[config.mk]
export PLATFORM = sky130hd
export DESIGN_NAME = note_tone_player_flat
export DESIGN_NICKNAME = d
export VERILOG_FILES = /design/src/rtl/note_tone_player_if.sv /design/src/rtl/note_tone_player.sv /design/src/flat_wrapper.sv
export SDC_FILE = /design/constraint.sdc
export NUM_CORES = 1
export LEC_CHECK = 0
export BUFFER_PORTS_ARGS = -buffer_cell sky130_fd_sc_hd__buf_2
export CAP_MARGIN = 20
export CORE_ASPECT_RATIO = 1.75
export CORE_UTILIZATION = 45
export DETAILED_ROUTE_END_ITERATION = 8
export PLACE_DENSITY = 0.61
export SETUP_SLACK_MARGIN = 0.02
export SYNTH_ARGS = -nofsm -noshare
export SYNTH_HDL_FRONTEND = slang
export SYNTH_SLANG_ARGS = --single-unit
[constraint.sdc]
create_clock -name clk -period 6.3 [get_ports clk]
set_input_delay 0.945 -clock clk [delete_from_list [all_inputs] [get_ports clk]]
set_output_delay 0.945 -clock clk [all_outputs]
set_load 0.005 [all_outputs]
[src/rtl/note_tone_player_if.sv]
// Request channel between the music sequencer and the tone player:
// note handshake, abort, and end-of-note pulse.
interface note_tone_player_if #(
  parameter int unsigned DUR_W = 16
);
  logic             note_valid;
  logic             note_ready;
  logic [6:0]       note_idx;
  logic [DUR_W-1:0] note_dur;
  logic             stop;
  logic             done;

  modport master (
    output note_valid,
    output note_idx,
    output note_dur,
    output stop,
    input  note_ready,
    input  done
  );

  modport slave (
    input  note_valid,
    input  note_idx,
    input  note_dur,
    input  stop,
    output note_ready,
    output done
  );
endinterface

[src/rtl/note_tone_player.sv]
// Plays one note at a time: fetches the phase increment from the frequency ROM,
// then runs a 20-bit phase accumulator whose MSB drives the buzzer for note_dur ticks.
module note_tone_player #(
  parameter int unsigned TICK_DIV = 8333,
  parameter int unsigned DUR_W    = 16
) (
  input  logic              clk,
  input  logic              rst_n,
  note_tone_player_if.slave req,
  output logic [6:0]        rom_addr,
  input  logic [19:0]       rom_dout,
  output logic              audio_out,
  output logic              busy
);

  localparam int unsigned PW = (TICK_DIV > 1) ? $clog2(TICK_DIV) : 1;
  localparam logic [PW-1:0] PrescMax = PW'(TICK_DIV - 1);

  typedef enum logic [1:0] {StIdle, StFetch, StLoad, StPlay} state_e;

  state_e           state_q, state_d;
  logic [6:0]       addr_q, addr_d;
  logic [DUR_W-1:0] dur_q, dur_d;
  logic [19:0]      inc_q, inc_d;
  logic [19:0]      acc_q, acc_d;
  logic [PW-1:0]    presc_q, presc_d;
  logic             audio_q, audio_d;
  logic             done_q, done_d;
  logic             ready;
  logic             tick;

  // The done cycle is already IDLE but must not accept a new request.
  assign ready = (state_q == StIdle) && !done_q;
  assign tick  = (state_q == StPlay) && (presc_q == PrescMax);

  always_comb begin
    state_d = state_q;
    addr_d  = addr_q;
    dur_d   = dur_q;
    inc_d   = inc_q;
    acc_d   = acc_q;
    presc_d = presc_q;
    audio_d = 1'b0;
    done_d  = 1'b0;

    unique case (state_q)
      StIdle: begin
        if (req.note_valid && ready) begin
          addr_d  = req.note_idx;
          dur_d   = req.note_dur;
          state_d = StFetch;
        end
      end
      StFetch: begin
        if (req.stop) begin
          state_d = StIdle;
          done_d  = 1'b1;
        end else begin
          state_d = StLoad;
        end
      end
      StLoad: begin
        inc_d   = rom_dout;
        acc_d   = '0;
        presc_d = '0;
        if (req.stop || (dur_q == '0)) begin
          state_d = StIdle;
          done_d  = 1'b1;
        end else begin
          state_d = StPlay;
        end
      end
      StPlay: begin
        audio_d = acc_q[19];
        presc_d = tick ? '0 : presc_q + PW'(1);
        if (tick) begin
          acc_d = acc_q + inc_q;
          dur_d = dur_q - DUR_W'(1);
        end
        // Abort and the final tick end the note identically: one done pulse.
        if (req.stop || (tick && (dur_q == DUR_W'(1)))) begin
          state_d = StIdle;
          done_d  = 1'b1;
          audio_d = 1'b0;
        end
      end
      default: state_d = StIdle;
    endcase
  end

  always_ff @(posedge clk) begin
    if (!rst_n) begin
      state_q <= StIdle;
      addr_q  <= '0;
      dur_q   <= '0;
      inc_q   <= '0;
      acc_q   <= '0;
      presc_q <= '0;
      audio_q <= 1'b0;
      done_q  <= 1'b0;
    end else begin
      state_q <= state_d;
      addr_q  <= addr_d;
      dur_q   <= dur_d;
      inc_q   <= inc_d;
      acc_q   <= acc_d;
      presc_q <= presc_d;
      audio_q <= audio_d;
      done_q  <= done_d;
    end
  end

  assign req.note_ready = ready;
  assign req.done       = done_q;
  assign rom_addr       = addr_q;
  assign audio_out      = audio_q;
  assign busy           = (state_q != StIdle);

endmodule
[src/flat_wrapper.sv]
// flat-port wrapper written by rule: the top's interface ports become plain ports
module note_tone_player_flat 
#(
  parameter int unsigned TICK_DIV = 8333,
  parameter int unsigned DUR_W    = 16
)
  (clk, rst_n, rom_addr, rom_dout, audio_out, busy, req_note_valid, req_note_idx, req_note_dur, req_stop, req_note_ready, req_done);
  note_tone_player_if #(.DUR_W(DUR_W)) req_i ();
  input  logic clk;
  input  logic rst_n;
  output logic [6:0] rom_addr;
  input  logic [19:0] rom_dout;
  output logic audio_out;
  output logic busy;
  input wire logic [$bits(req_i.note_valid)-1:0] req_note_valid;
  input wire logic [$bits(req_i.note_idx)-1:0] req_note_idx;
  input wire logic [$bits(req_i.note_dur)-1:0] req_note_dur;
  input wire logic [$bits(req_i.stop)-1:0] req_stop;
  output wire logic [$bits(req_i.note_ready)-1:0] req_note_ready;
  output wire logic [$bits(req_i.done)-1:0] req_done;
  assign req_i.note_valid = req_note_valid;
  assign req_i.note_idx = req_note_idx;
  assign req_i.note_dur = req_note_dur;
  assign req_i.stop = req_stop;
  assign req_note_ready = req_i.note_ready;
  assign req_done = req_i.done;
  note_tone_player #(.TICK_DIV(TICK_DIV), .DUR_W(DUR_W)) u_core (.clk(clk), .rst_n(rst_n), .req(req_i), .rom_addr(rom_addr), .rom_dout(rom_dout), .audio_out(audio_out), .busy(busy));
endmodule
## Word level (Yosys, flattened, before mapping)

Cells that the tools add are included.

- $add $sub $neg: 3
- Mux-type cells: 16
- Reduce and logical (&&, ||, !) cells: 17
- Bitwise operators: 2
- Equal/unequal tests: 8

Operator list:

| kind | count |
|---|---|
| $pmux W20 S2 | 1 |
| $mux W16 | 2 |
| $pmux W16 S2 | 1 |
| $pmux W14 S2 | 1 |
| $add A20 B20 Y20 | 1 |
| $mux W20 | 1 |
| $eq A16 B1 Y1 const B | 1 |
| $logic_not A16 Y1 | 1 |
| $sub A16 B1 Y16 const B | 1 |
| $add A14 B1 Y14 const B | 1 |
| $eq A14 B14 Y1 const B | 1 |
| $mux W14 | 1 |
| $mux W2 | 4 |
| $pmux W2 S4 | 1 |
| $reduce_and A2 Y1 | 3 |
| $reduce_bool A2 Y1 | 3 |
| $eq A2 B2 Y1 const B | 2 |
| $logic_and A1 B1 Y1 | 4 |
| $ne A2 B2 Y1 const B | 2 |
| $mux W1 | 3 |
| $pmux W1 S3 | 1 |
| $reduce_and A3 Y1 | 1 |
| $reduce_or A3 Y1 | 1 |
| $eq A2 B1 Y1 const B | 1 |
| 5 further kinds | 7 |

- Flip-flop bits (word level): 81
- Word-level logic and storage cells: 54
- Output and inout bits: 11

## Depth between registers and ports, before layout

Gate-level depths: netlist of run 1.

- Word-level depth: 6
- Depth in mapped cells: 10
- Mapped depth without buffers: 9

## Worst setup path after synthesis of run 1

Ideal clock, no wire load.

- Path type: register -> register
- Start: register u_core.acc_q[0]
- End: register u_core.acc_q[16]
- Data required time: 6.172 ns
- Clock period less this slack: 2.254 ns
- Path slack: 4.046 ns
- Stages on the path, launching flop included: 10
- Data arrival time: 2.126 ns
- Path through: dfxtp_1 ha_1 fa_1 a211oi_1 o21ai_0 a21oi_1 o21ai_0 a221oi_1 xor2_1 o21ai_0

- Cells in the longest elaborated chain, start to end: 3

RTL lines:

| element | RTL line | source |
|---|---|---|
| start: declaration | note_tone_player.sv:25 | `logic [19:0] acc_q, acc_d;` |
| start signal: assignment | note_tone_player.sv:97 | `acc_q <= '0;` |
| start signal: assignment | note_tone_player.sv:106 | `acc_q <= acc_d;` |
| $add A20 B20 Y20 | note_tone_player.sv:77 | `acc_d = acc_q + inc_q;` |
| $mux W20 | note_tone_player.sv:76 | `if (tick) begin` |
| $pmux W20 S2 | note_tone_player.sv:46 | `unique case (state_q)` |

No other way between the ends. The select of a mux whose other input is x is not followed.
A chain may end at the register's enable or synchronous reset.

## Final worst setup path of run 1

- Start: register u_core.inc_q[1]
- End: register u_core.acc_q[17]

- Cells in the longest elaborated chain, start to end: 3

RTL lines:

| element | RTL line | source |
|---|---|---|
| start: declaration | note_tone_player.sv:24 | `logic [19:0] inc_q, inc_d;` |
| start signal: assignment | note_tone_player.sv:105 | `inc_q <= inc_d;` |
| $add A20 B20 Y20 | note_tone_player.sv:77 |  |
| $mux W20 | note_tone_player.sv:76 |  |
| $pmux W20 S2 | note_tone_player.sv:46 |  |

No other way between the ends. The select of a mux whose other input is x is not followed.

==> results of run 1 <==
state kept, by name, summed over array words and instances (netlist names):
signal and cells:
u_core.audio_out 1, u_core.acc_q 20, u_core.rom_addr 7, u_core.inc_q 20
u_core.dur_q 16, u_core.state_q 2, u_core.req.done 1, u_core.presc_q 14
placed cells by master, fill, tap and decap left out, types with 11 or more instances in the layout:
master / instances
o21ai_0: 56
nor2b_1: 20
nor3_1: 11
dfxtp_1: 81
and2_1: 16
nor2_1: 41
buf_2: 57
inv_1: 12
ha_1: 24
a21boi_0: 31
a21oi_1: 41
nand2_1: 100
a22oi_1: 11
nor4_1: 11
critical path, delay by kind of cell (launching register included):
| family | cells | cell delay, ns |
|---|---|---|
| AO/OA/AOI/OAI | 6 | 1.74 |
| XOR/XNOR | 1 | 0.15 |
| adder cells (fa/ha/maj) | 1 | 0.28 |
| flip-flops | 1 | 0.41 |
power by group through the flow:
stage / combinational [mW] / sequential, mW / clock [mW]
global route: 0.133 / 0.545 / 0.612
global placement: 0.115 / 0.554 / 0
detailed placement: 0.117 / 0.554 / 0
CTS: 0.117 / 0.543 / 0.588
floorplan: 0.0811 / 0.549 / 0
finish: 0.117 / 0.543 / 0.571
worst max-delay path by stage:
| stage | slack (ns) | endpoint | from | depth (start not counted) |
|---|---|---|---|---|
| after floorplan | 4.05 | u_core.acc_q[16]$_SDFFE_PN0P_ | u_core.acc_q[0]$_SDFFE_PN0P_ | 9 |
| after global placement | 3.55 | u_core.dur_q[12]$_SDFFE_PN0P_ | u_core.presc_q[8]$_SDFFE_PN0P_ | 7 |
| after detailed placement | 3.56 | u_core.dur_q[12]$_SDFFE_PN0P_ | u_core.presc_q[11]$_SDFFE_PN0P_ | 7 |
| after CTS | 3.54 | u_core.dur_q[4]$_SDFFE_PN0P_ | u_core.presc_q[11]$_SDFFE_PN0P_ | 7 |
| after global routing | 3.42 | u_core.acc_q[16]$_SDFFE_PN0P_ | u_core.acc_q[0]$_SDFFE_PN0P_ | 9 |
| final | 3.58 | u_core.acc_q[17]$_SDFFE_PN0P_ | u_core.inc_q[1]$_SDFFE_PN0P_ | 8 |
cell families (layout without fill, tap and decap cells):
kind of cell               count (synthesis)  after routing  synth area share, %
and+or+nand+nor                          231            231                24.17
AOI/OAI and AO/OA                        190            190                26.31
DFF                                       81             81                35.48
buffers and inverters                     39             88                3.531
adders and majority gates                 25             25                7.008
xor gates and xnor gates                  16             16                3.066
muxes                                      2              2               0.4380
cells in the mapped netlist, types with 2 or more instances:
master,n,area [µm²]
ha_1,24,300.3
a22oi_1,11,82.58
a31oi_1,4,25.02
and3_1,5,31.28
o31ai_1,3,22.52
nand3_1,8,40.04
nor4_1,11,68.82
or2_2,3,18.77
nand2_1,100,375.4
o21bai_1,6,45.04
nor3_1,11,55.05
xor2_1,9,78.83
dfxtp_1,81,1622
a21boi_1,3,22.52
nor3b_1,2,15.01
and2_1,16,100.1
nor2_1,41,153.9
nor2b_1,20,125.1
xnor2_1,7,61.31
inv_1,12,45.04
or3_1,3,18.77
o211a_1,2,20.02
a221oi_1,2,17.52
a2bb2oi_1,2,17.52
o211ai_1,3,22.52
a21oi_1,41,205.2
a21o_1,9,67.56
and4_1,2,17.52
o21ai_0,56,280.3
a21boi_0,31,232.7
mux2i_1,2,20.02
a211oi_1,4,30.03
o21ai_1,3,15.01
clkbuf_1,22,82.58
o21a_1,4,30.03
buf_2,3,15.01
per-stage QoR:
| step | hold WS (ns) | worst slack [ns] | area, µm² |
|---|---|---|---|
| after detailed placement | 0.4489 | 3.562 | 4911 |
| after CTS | 0.4656 | 3.540 | 5241 |
| final | 0.4599 | 3.583 | 5249 |
| after global routing | 0.4831 | 3.417 | 5249 |
| after floorplan | 0.4315 | 4.046 | 4571 |
| after global placement | 0.4397 | 3.548 | 4911 |
final cells by class:
cell class | instances | area (µm²)
Fill cell | 968 | 4601
Timing Repair Buffer | 60 | 307.8
Tap cell | 125 | 156.4
Sequential cell | 81 | 1622
Clock buffer | 11 | 252.7
Clock inverter | 5 | 77.57
Multi-Input combinational cell | 464 | 2788
Inverter | 12 | 45.04
per-layer routing:
metal | track usage (%) | vias to the layer above
li1 | - | 2143
met1 | 22.88 | 1971
met2 | 43.13 | 74
met3 | 3.569 | 22
met4 | 9.362 | 0
met5 | 0 | -
==> impl_metrics.json, run 1 <==
{
  "internal_power_uw": 944.1,
  "synth_top_flop_cell": "dfxtp_1",
  "cts_root_buffer": "clkbuf_16",
  "ir_drop_mv": 0.1306,
  "n_antenna_cell": 0,
  "first_pass_iters": 4,
  "remaining_drc_errors": 0,
  "crit_chain": "ha_1 > a211oi_1 > o21ai_0 > a2111oi_2 > o31ai_1 > a21oi_1 > xor2_1 > o21ai_0",
  "ys_ff_latch": 81,
  "fin_crit_ns": 2.717,
  "tightestPinTransition_ns": 1.064,
  "max_stage_delay_ns": 0.72,
  "critPathMaxFanout": 5,
  "wl_met1_um": 4402,
  "syn-num-nets": 656,
  "critPathKind": "reg2reg",
  "cts_setup_buffers": 0,
  "setup_tns_ns": 0,
  "grtUsageTotal_pct": 22.20,
  "die_y_um": 135.3,
  "critical_path_arrival_ns": 2.92,
  "worst_setup_path_end_kind": "flip-flop",
  "switching_share_pct": 23.33,
  "max_freq_ghz": 0.3680,
  "seqPwrFrac_pct": 44.1,
  "wl_per_cell_um": 14.67,
  "drt-total-wl_um": 11120,
  "setup_viol_count_final": 0,
  "finalNonFillerCells": 758,
  "status": "complete, no violations",
  "cp_data_required_time_ns": 6.50,
  "syn_area_mm2": 0.004571,
  "min_to": "u_core.rom_addr[3]$_SDFFE_PN0P_",
  "overflow": 0,
  "route.met3.wl_um": 334,
  "syn_area_per_cell_um2": 7.826,
  "grt_first_pass_wirelength_um": 18630,
  "wl_met2_um": 6101,
  "top_layer": "met4",
  "io_buffer_count": 57,
  "yosysWarnings": 0,
  "hold_start": "u_core.rom_addr[3]$_SDFFE_PN0P_",
  "postLayoutCoreUtil_pct": 53.29,
  "p_per_area_mw_per_mm2": 234.6,
  "drive_gt1_share_pct": 13.59,
  "io_pins": 58,
  "yosysUniqueCellTypes": 54,
  "clkSinkCount": 81,
  "reg2regPathDepth": 8,
  "reg2reg_from": "u_core.inc_q[1]$_SDFFE_PN0P_",
  "maxCapViolations": 0,
  "areaGrowthSynthToFinish_pct": 14.84,
  "clock_power_share_pct": 46.4,
  "slew-limit-headroom_pct": 29.04,
  "core_region_area_mm2": 0.009849,
  "ctsResizeCount": 0,
  "rsz0062_at_grt": "false",
  "first_global_vias": 4115,
  "worstSkewPairLatency_ns": 0.33,
  "synth-seq-area-share_pct": 35.48,
  "cts_tree": "yes",
  "synthArstFlopShare_pct": 0,
  "worst_path_most_repeated_cell": "o21ai_0",
  "timing.final.crit_share_pct": 43.13,
  "gp_congestion": 0.8416,
  "synth_edf_count": 0,
  "hold_buffers": 0,
  "slew_viol_final": 0,
  "start_kind": "flip-flop",
  "syn_inst": 584,
  "power.leakage_nw": 2.142,
  "skew_ns": 0.007047,
  "die_w_um": 78.19,
  "hold_depth": 2,
  "nets": 700,
  "hp-class": "reg2reg",
  "drtIter0Drc": 141,
  "antenna_found_initial": 0,
  "vias": 4210,
  "ant_nets": 0,
  "power_mw": 1.231,
  "reg2reg_to": "u_core.acc_q[17]$_SDFFE_PN0P_",
  "placementRows": 48,
  "clockBufferDepth": 2,
  "dp.cells": 741,
  "initial_core_util_pct": 46.40,
  "cts_buffers": 9,
  "cts.reportedPaths.clkPinSlew_ns": 0.06,
  "hold_viol_final": 0,
  "switching_power_uw": 287.4,
  "worst_path_max_delay_cell": "a2111oi_2",
  "die-area_mm2": 0.01058,
  "power_frac_comb_pct": 9.5,
  "viasPerCell": 5.554,
  "h-tree-depth": 3,
  "grt_max_degree": 71,
  "dp_hpwl_um": 8077,
  "r2r_slack_ns": 3.58
}
(Power assumes the default switching activity.)
==> run 2: changes to the inputs <==
--- a/config.mk
+++ b/config.mk
@@ -5,12 +5,13 @@
 export SDC_FILE = /design/constraint.sdc
 export NUM_CORES = 1
 export LEC_CHECK = 0
+export ABC_AREA = 1
 export BUFFER_PORTS_ARGS = -buffer_cell sky130_fd_sc_hd__buf_2
 export CAP_MARGIN = 20
 export CORE_ASPECT_RATIO = 1.75
 export CORE_UTILIZATION = 45
 export DETAILED_ROUTE_END_ITERATION = 8
-export PLACE_DENSITY = 0.61
+export PLACE_DENSITY = 0.63
 export SETUP_SLACK_MARGIN = 0.02
 export SYNTH_ARGS = -nofsm -noshare
 export SYNTH_HDL_FRONTEND = slang
==> constraint.sdc (replaced) <==
create_clock -name clk -period 2.2 [get_ports clk]
set_input_delay 0.33 -clock clk [delete_from_list [all_inputs] [get_ports clk]]
set_output_delay 0.33 -clock clk [all_outputs]
set_load 0.005 [all_outputs]
==> impl_metrics.json, run 2 <==
{
  "status": "complete, no violations",
  "die-area_mm2": 0.01123,
  "post-place-ws_ns": 0.2587,
  "r2r_slack_ns": 0.21,
  "timing.final.crit_share_pct": 90.53,
  "die_y_um": 139.4,
  "synth-seq-area-share_pct": 33.38,
  "synth_area_leaders": "dfxtp_1 (33%), nand2_1 (16%), nor2_1 (8.0%)",
  "switching_power_uw": 918.5,
  "grt_use_met2_pct": 47.68,
  "cts_setup_buffers": 0,
  "final_design_area_no_fill_mm2": 0.005580,
  "ys_ff_latch": 81,
  "n_antenna_cell": 0,
  "ir_drop_mv": 0.4916,
  "areaGrowthSynthToFinish_pct": 14.89,
  "grt_use_met3_pct": 4.721,
  "slew-limit-headroom_pct": 47.32,
  "worstSkewPairLatency_ns": 0.34,
  "worst_slack_ns": 0.2084,
  "yosys.area.top_type": "dfxtp_1",
  "start_kind": "flip-flop",
  "ant_nets": 0,
  "grt_first_pass_wirelength_um": 20960,
  "cts_tree": "yes",
  "max_freq_ghz": 0.5021,
  "seqPwrFrac_pct": 43.8,
  "slew_viol_final": 0,
  "internal_power_mw": 2.672,
  "layout_common_cells": "nand2_1 (208), nor2_1 (103), dfxtp_1 (81), a21oi_1 (68), inv_1 (65)",
  "die_w_um": 80.54,
  "nFillCells": 1049,
  "clock_power_share_pct": 43.4,
  "synthTopCellsByCount": "nand2_1 (208), nor2_1 (103), dfxtp_1 (81), a21oi_1 (68), inv_1 (65)",
  "gp_congestion": 0.9422,
  "drtIter0Drc": 230,
  "remaining_drc_errors": 0,
  "postLayoutCoreUtil_pct": 53.86,
  "worst_setup_path_end_kind": "flip-flop",
  "skew_ns": 0.006052,
  "synth_top_flop_cell": "dfxtp_1",
  "top_usage_layer": "met2",
  "hp-class": "in2reg",
  "synthArstFlopShare_pct": 0,
  "first_pass_iters": 5,
  "placementRows": 49,
  "first_global_vias": 4704,
  "power_mw": 3.590,
  "layout_commonest_cell": "nand2_1",
  "critical_path_arrival_ns": 2.21,
  "synth_top_area_share_pct": 33.38,
  "met1_usage_pct": 22.11,
  "overflow": 0,
  "h-tree-depth": 3,
  "switching_share_pct": 25.58,
  "syn_inst": 751,
  "critPathMaxFanout": 5,
  "clockBufferDepth": 2,
  "power_frac_comb_pct": 12.8,
  "critPathKind": "reg2reg",
  "synth_edf_count": 0,
  "antenna_found_initial": 0,
  "yosysWarnings": 0,
  "rsz0062_at_grt": "false",
  "tightestPinTransition_ns": 0.7893,
  "fin_crit_ns": 1.992,
  "largest_registers": "u_core.acc_q: 20 flops, u_core.inc_q: 20 flops, u_core.dur_q: 16 flops",
  "drive_gt1_share_pct": 13.46,
  "cts_root_buffer": "clkbuf_16",
  "grt_max_degree": 40,
  "maxCapViolations": 0,
  "clkSinkCount": 81,
  "synth.most_common_cell": "nand2_1",
  "p_per_area_mw_per_mm2": 643.4,
  "wl_per_cell_um": 13.99,
  "grtUsageTotal_pct": 24.29,
  "setup_viol_count_final": 0,
  "viasPerCell": 5.195,
  "setup_tns_ns": 0,
  "hold_buffers": 0,
  "core_region_area_mm2": 0.01036,
  "ctsResizeCount": 0,
  "post_dp_cell_area_mm2": 0.005271,
  "cts.reportedPaths.clkPinSlew_ns": 0.06,
  "cts_buffers": 9,
  "syn_area_per_cell_um2": 6.468,
  "vias": 4868,
  "nets": 877,
  "syn-num-nets": 823,
  "drt-total-wl_um": 13110,
  "dp_hpwl_um": 9726,
  "cp_data_required_time_ns": 2.42,
  "initial_core_util_pct": 46.88,
  "power.leakage_nw": 2.705,
  "yosysUniqueCellTypes": 40,
  "io_pins": 58,
  "io_buffer_count": 57,
  "hold_viol_final": 0,
  "syn_area_mm2": 0.004857
}
[run 2: cell types whose count changed after synthesis, moves of 9 or more]
cell,change
nand2_1,+108
nor2_1,+62
inv_1,+53
nand3_1,+48
a21boi_0,-31
a21oi_1,+27
nor2b_1,-20
o21ai_0,-14
and2_1,-13
nor4_1,-11
a22oi_1,-10
a21o_1,-9
clkbuf_1,-9
[run 2: logic make-up (layout without fill, tap and decap cells)]
group,after synthesis,after routing,share of synthesized area [%]
flip-flops,81,81,33.38
AO/OA/AOI/OAI,132,132,14.53
AND/OR/NAND/NOR,407,407,35.65
XOR/XNOR,8,8,1.443
adder cells (fa/ha/maj),25,25,6.595
multiplexers,2,2,0.4122
buffers and inverters,96,155,7.985
[run 2: path summary, 6_finish.rpt]
path                                   start                              end  depth (start not counted)
max             u_core.acc_q[9]$_SDFFE_PN0P_    u_core.acc_q[10]$_SDFFE_PN0P_                          8
min                             rom_dout[12]    u_core.inc_q[12]$_SDFFE_PN0P_                          3
max reg2reg     u_core.acc_q[9]$_SDFFE_PN0P_    u_core.acc_q[10]$_SDFFE_PN0P_                          8
min reg2reg  u_core.rom_addr[1]$_SDFFE_PN0P_  u_core.rom_addr[1]$_SDFFE_PN0P_                          2
[run 2: metrics by stage]
stage / hold slack (ns) / std cells
3_5_place_dp: 0.4540 / 921
5_1_grt: 0.2067 / 937
4_1_cts: 0.2043 / 937
2_1_floorplan: 0.4388 / 751
6_report: 0.2114 / 937
3_3_place_gp: 0.4491 / 921
[run 2: final cells by class]
class | count | area [µm²] | share of cell area [%]
clock buffers | 14 | 274.0 | 4.910
well taps | 127 | 158.9 | 2.848
flip-flops and latches | 81 | 1622 | 29.06
clock inverters | 2 | 35.03 | 0.6278
multi-input cells | 574 | 2848 | 51.03
repair buffers | 66 | 365.4 | 6.547
inverters | 73 | 277.8 | 4.978
[run 2: critical path, cell delays in order (launching register included)]
cell	delay, ns
dfxtp_1	0.31
ha_1	0.35
nand2_1	0.14
inv_1	0.05
a21oi_1	0.31
nand3_1	0.25
or2_2	0.34
nand3_1	0.07
a21oi_1	0.06
[run 2: layer usage]
metal,part of all wire [%],up-vias
li1,-,2538
met1,38,2190
met2,55,105
met3,3.0,35
met4,4.4,0
met5,0,-
[run 2: power by group through the flow]
| stage | clock, mW | sequential [mW] | combinational (mW) |
|---|---|---|---|
| 6_report | 1.56 | 1.57 | 0.459 |
| 5_1_grt | 1.66 | 1.58 | 0.513 |
| 4_1_cts | 1.59 | 1.57 | 0.462 |
| 3_5_place_dp | 0 | 1.61 | 0.459 |
| 3_3_place_gp | 0 | 1.60 | 0.448 |
| 2_1_floorplan | 0 | 1.59 | 0.320 |
==> run 3: changes to the inputs <==
--- a/config.mk
+++ b/config.mk
@@ -10,7 +10,9 @@
 export CAP_MARGIN = 20
 export CORE_ASPECT_RATIO = 1.75
 export CORE_UTILIZATION = 45
+export CTS_BUF_LIST = sky130_fd_sc_hd__clkbuf_16
 export DETAILED_ROUTE_END_ITERATION = 8
+export GPL_TIMING_DRIVEN = 1
 export PLACE_DENSITY = 0.63
 export SETUP_SLACK_MARGIN = 0.02
 export SYNTH_ARGS = -nofsm -noshare
==> impl_metrics.json, run 3 (synthesis results as in run 2) <==
{
  "reg2reg_to": "u_core.acc_q[10]$_SDFFE_PN0P_",
  "io_pins": 58,
  "clkSinkCount": 81,
  "hold_buffers": 0,
  "cp_data_required_time_ns": 2.42,
  "nets": 877,
  "initial_core_util_pct": 46.88,
  "final_design_area_no_fill_mm2": 0.005550,
  "max_stage_delay_ns": 0.35,
  "power_mw": 3.473,
  "vias": 4904,
  "hold_start": "rom_dout[12]",
  "worst_setup_path_end_kind": "flip-flop",
  "cts_tree": "yes",
  "skew_ns": 0.004768,
  "timing.final.crit_share_pct": 90.15,
  "areaGrowthSynthToFinish_pct": 14.27,
  "first_global_vias": 4701,
  "drtIter0Drc": 196,
  "hp-class": "in2reg",
  "tightestPinTransition_ns": 0.7697,
  "viasPerCell": 5.234,
  "ir_drop_mv": 0.4889,
  "die_w_um": 80.54,
  "critPathKind": "reg2reg",
  "die-area_mm2": 0.01123,
  "slew_viol_final": 0,
  "reg2regPathDepth": 8,
  "fin_hold_ws_ns": 0.2098,
  "critical_path_arrival_ns": 2.20,
  "crit_chain": "ha_1 > nand2_1 > inv_1 > a21oi_1 > nand3_1 > or2_2 > nand3_1 > a21oi_1",
  "ctsResizeCount": 0,
  "overflow": 0,
  "h-tree-depth": 3,
  "io_buffer_count": 57,
  "first_pass_iters": 6,
  "worst_slack_ns": 0.2167,
  "worst_path_max_delay_cell": "ha_1",
  "post_dp_cell_area_mm2": 0.005271,
  "n_antenna_cell": 0,
  "remaining_drc_errors": 0,
  "min_to": "u_core.inc_q[12]$_SDFFE_PN0P_",
  "core_region_area_mm2": 0.01036,
  "layout_common_cells": "nand2_1 (208), nor2_1 (103), dfxtp_1 (81), a21oi_1 (68), inv_1 (67)",
  "largest_registers": "u_core.acc_q: 20 flops, u_core.inc_q: 20 flops, u_core.dur_q: 16 flops",
  "placementRows": 49,
  "rsz0062_at_grt": "false",
  "start_kind": "flip-flop",
  "cts_buffers": 9,
  "fin_crit_ns": 1.983,
  "slew-limit-headroom_pct": 48.63,
  "maxCapViolations": 0,
  "layout_commonest_cell": "nand2_1",
  "max_freq_ghz": 0.5042,
  "critPathMaxFanout": 5,
  "drive_gt1_share_pct": 13.09,
  "wl_per_cell_um": 13.90,
  "cts_setup_buffers": 0,
  "grt_first_pass_wirelength_um": 20920,
  "worstSkewPairLatency_ns": 0.34,
  "grtUsageTotal_pct": 24.18,
  "power.leakage_nw": 2.697,
  "dp_hpwl_um": 9726,
  "status": "complete, no violations",
  "cts.reportedPaths.clkPinSlew_ns": 0.06,
  "gp_congestion": 0.9422,
  "antenna_found_initial": 0,
  "p_per_area_mw_per_mm2": 625.8,
  "post-place-ws_ns": 0.2587,
  "reg2reg_from": "u_core.acc_q[9]$_SDFFE_PN0P_",
  "grt_max_degree": 40,
  "ant_nets": 0,
  "die_y_um": 139.4,
  "cts_root_buffer": "clkbuf_16",
  "setup_viol_count_final": 0,
  "setup_tns_ns": 0,
  "hold_depth": 3,
  "drt-total-wl_um": 13020,
  "clockBufferDepth": 2,
  "r2r_slack_ns": 0.22,
  "hold_viol_final": 0
}
## run 3: cell count changes in the layout (fill, tap and decap cells not counted)
cell / previous run / this run
clkinv_1: 1 / 4
clkbuf_8: 3 / 0
clkbuf_1: 2 / 0
inv_1: 65 / 67
## run 3: worst max-delay path by stage
| stage | startpoint | endpoint | depth (start not counted) |
|---|---|---|---|
| CTS | u_core.acc_q[9]$_SDFFE_PN0P_ | u_core.acc_q[10]$_SDFFE_PN0P_ | 8 |
| global placement | u_core.acc_q[7]$_SDFFE_PN0P_ | u_core.acc_q[10]$_SDFFE_PN0P_ | 8 |
| detailed placement | u_core.acc_q[9]$_SDFFE_PN0P_ | u_core.acc_q[10]$_SDFFE_PN0P_ | 8 |
| floorplan | u_core.acc_q[0]$_SDFFE_PN0P_ | u_core.acc_q[8]$_SDFFE_PN0P_ | 9 |
| finish | u_core.acc_q[9]$_SDFFE_PN0P_ | u_core.acc_q[10]$_SDFFE_PN0P_ | 8 |
| global route | u_core.acc_q[9]$_SDFFE_PN0P_ | u_core.acc_q[10]$_SDFFE_PN0P_ | 8 |
## run 3: stage by stage
step | util [%] | cells
CTS | 53.57 | 937
detailed placement | 50.88 | 921
global placement | 50.88 | 921
global route | 53.57 | 937
finish | 53.57 | 937
floorplan | - | 751
## run 3: cell type report
class	instances	area [µm²]
clock buffer	9	225.2
clock inverter	7	53.80
fill	1053	4811
inverter	73	277.8
multi-input combinational	574	2848
sequential	81	1622
tap	127	158.9
timing repair buffer	66	365.4
## run 3: report_power, final
part | internal [mW] | leakage (nW) | switching, mW | total, mW
Combinational | 0.175 | 1.89 | 0.282 | 0.457
Sequential | 1.53 | 0.658 | 0.0478 | 1.57
Clock | 0.857 | 0.144 | 0.586 | 1.44
## run 3: worst max-delay path: cells and delay by family, from the launching register on
family	cells	cell delay, ns
AO/OA/AOI/OAI	2	0.35
adder cells (fa/ha/maj)	1	0.35
buffers and inverters	1	0.05
flip-flops	1	0.31
AND/OR/NAND/NOR	4	0.80
## run 3: layer usage
layer  wire, µm  track usage, %  vias up
met3        362           3.934       35
met4        576           13.44        0
li1           -               -     2543
met1       4870           22.11     2217
met5          0               0        -
met2       7211           47.59      109
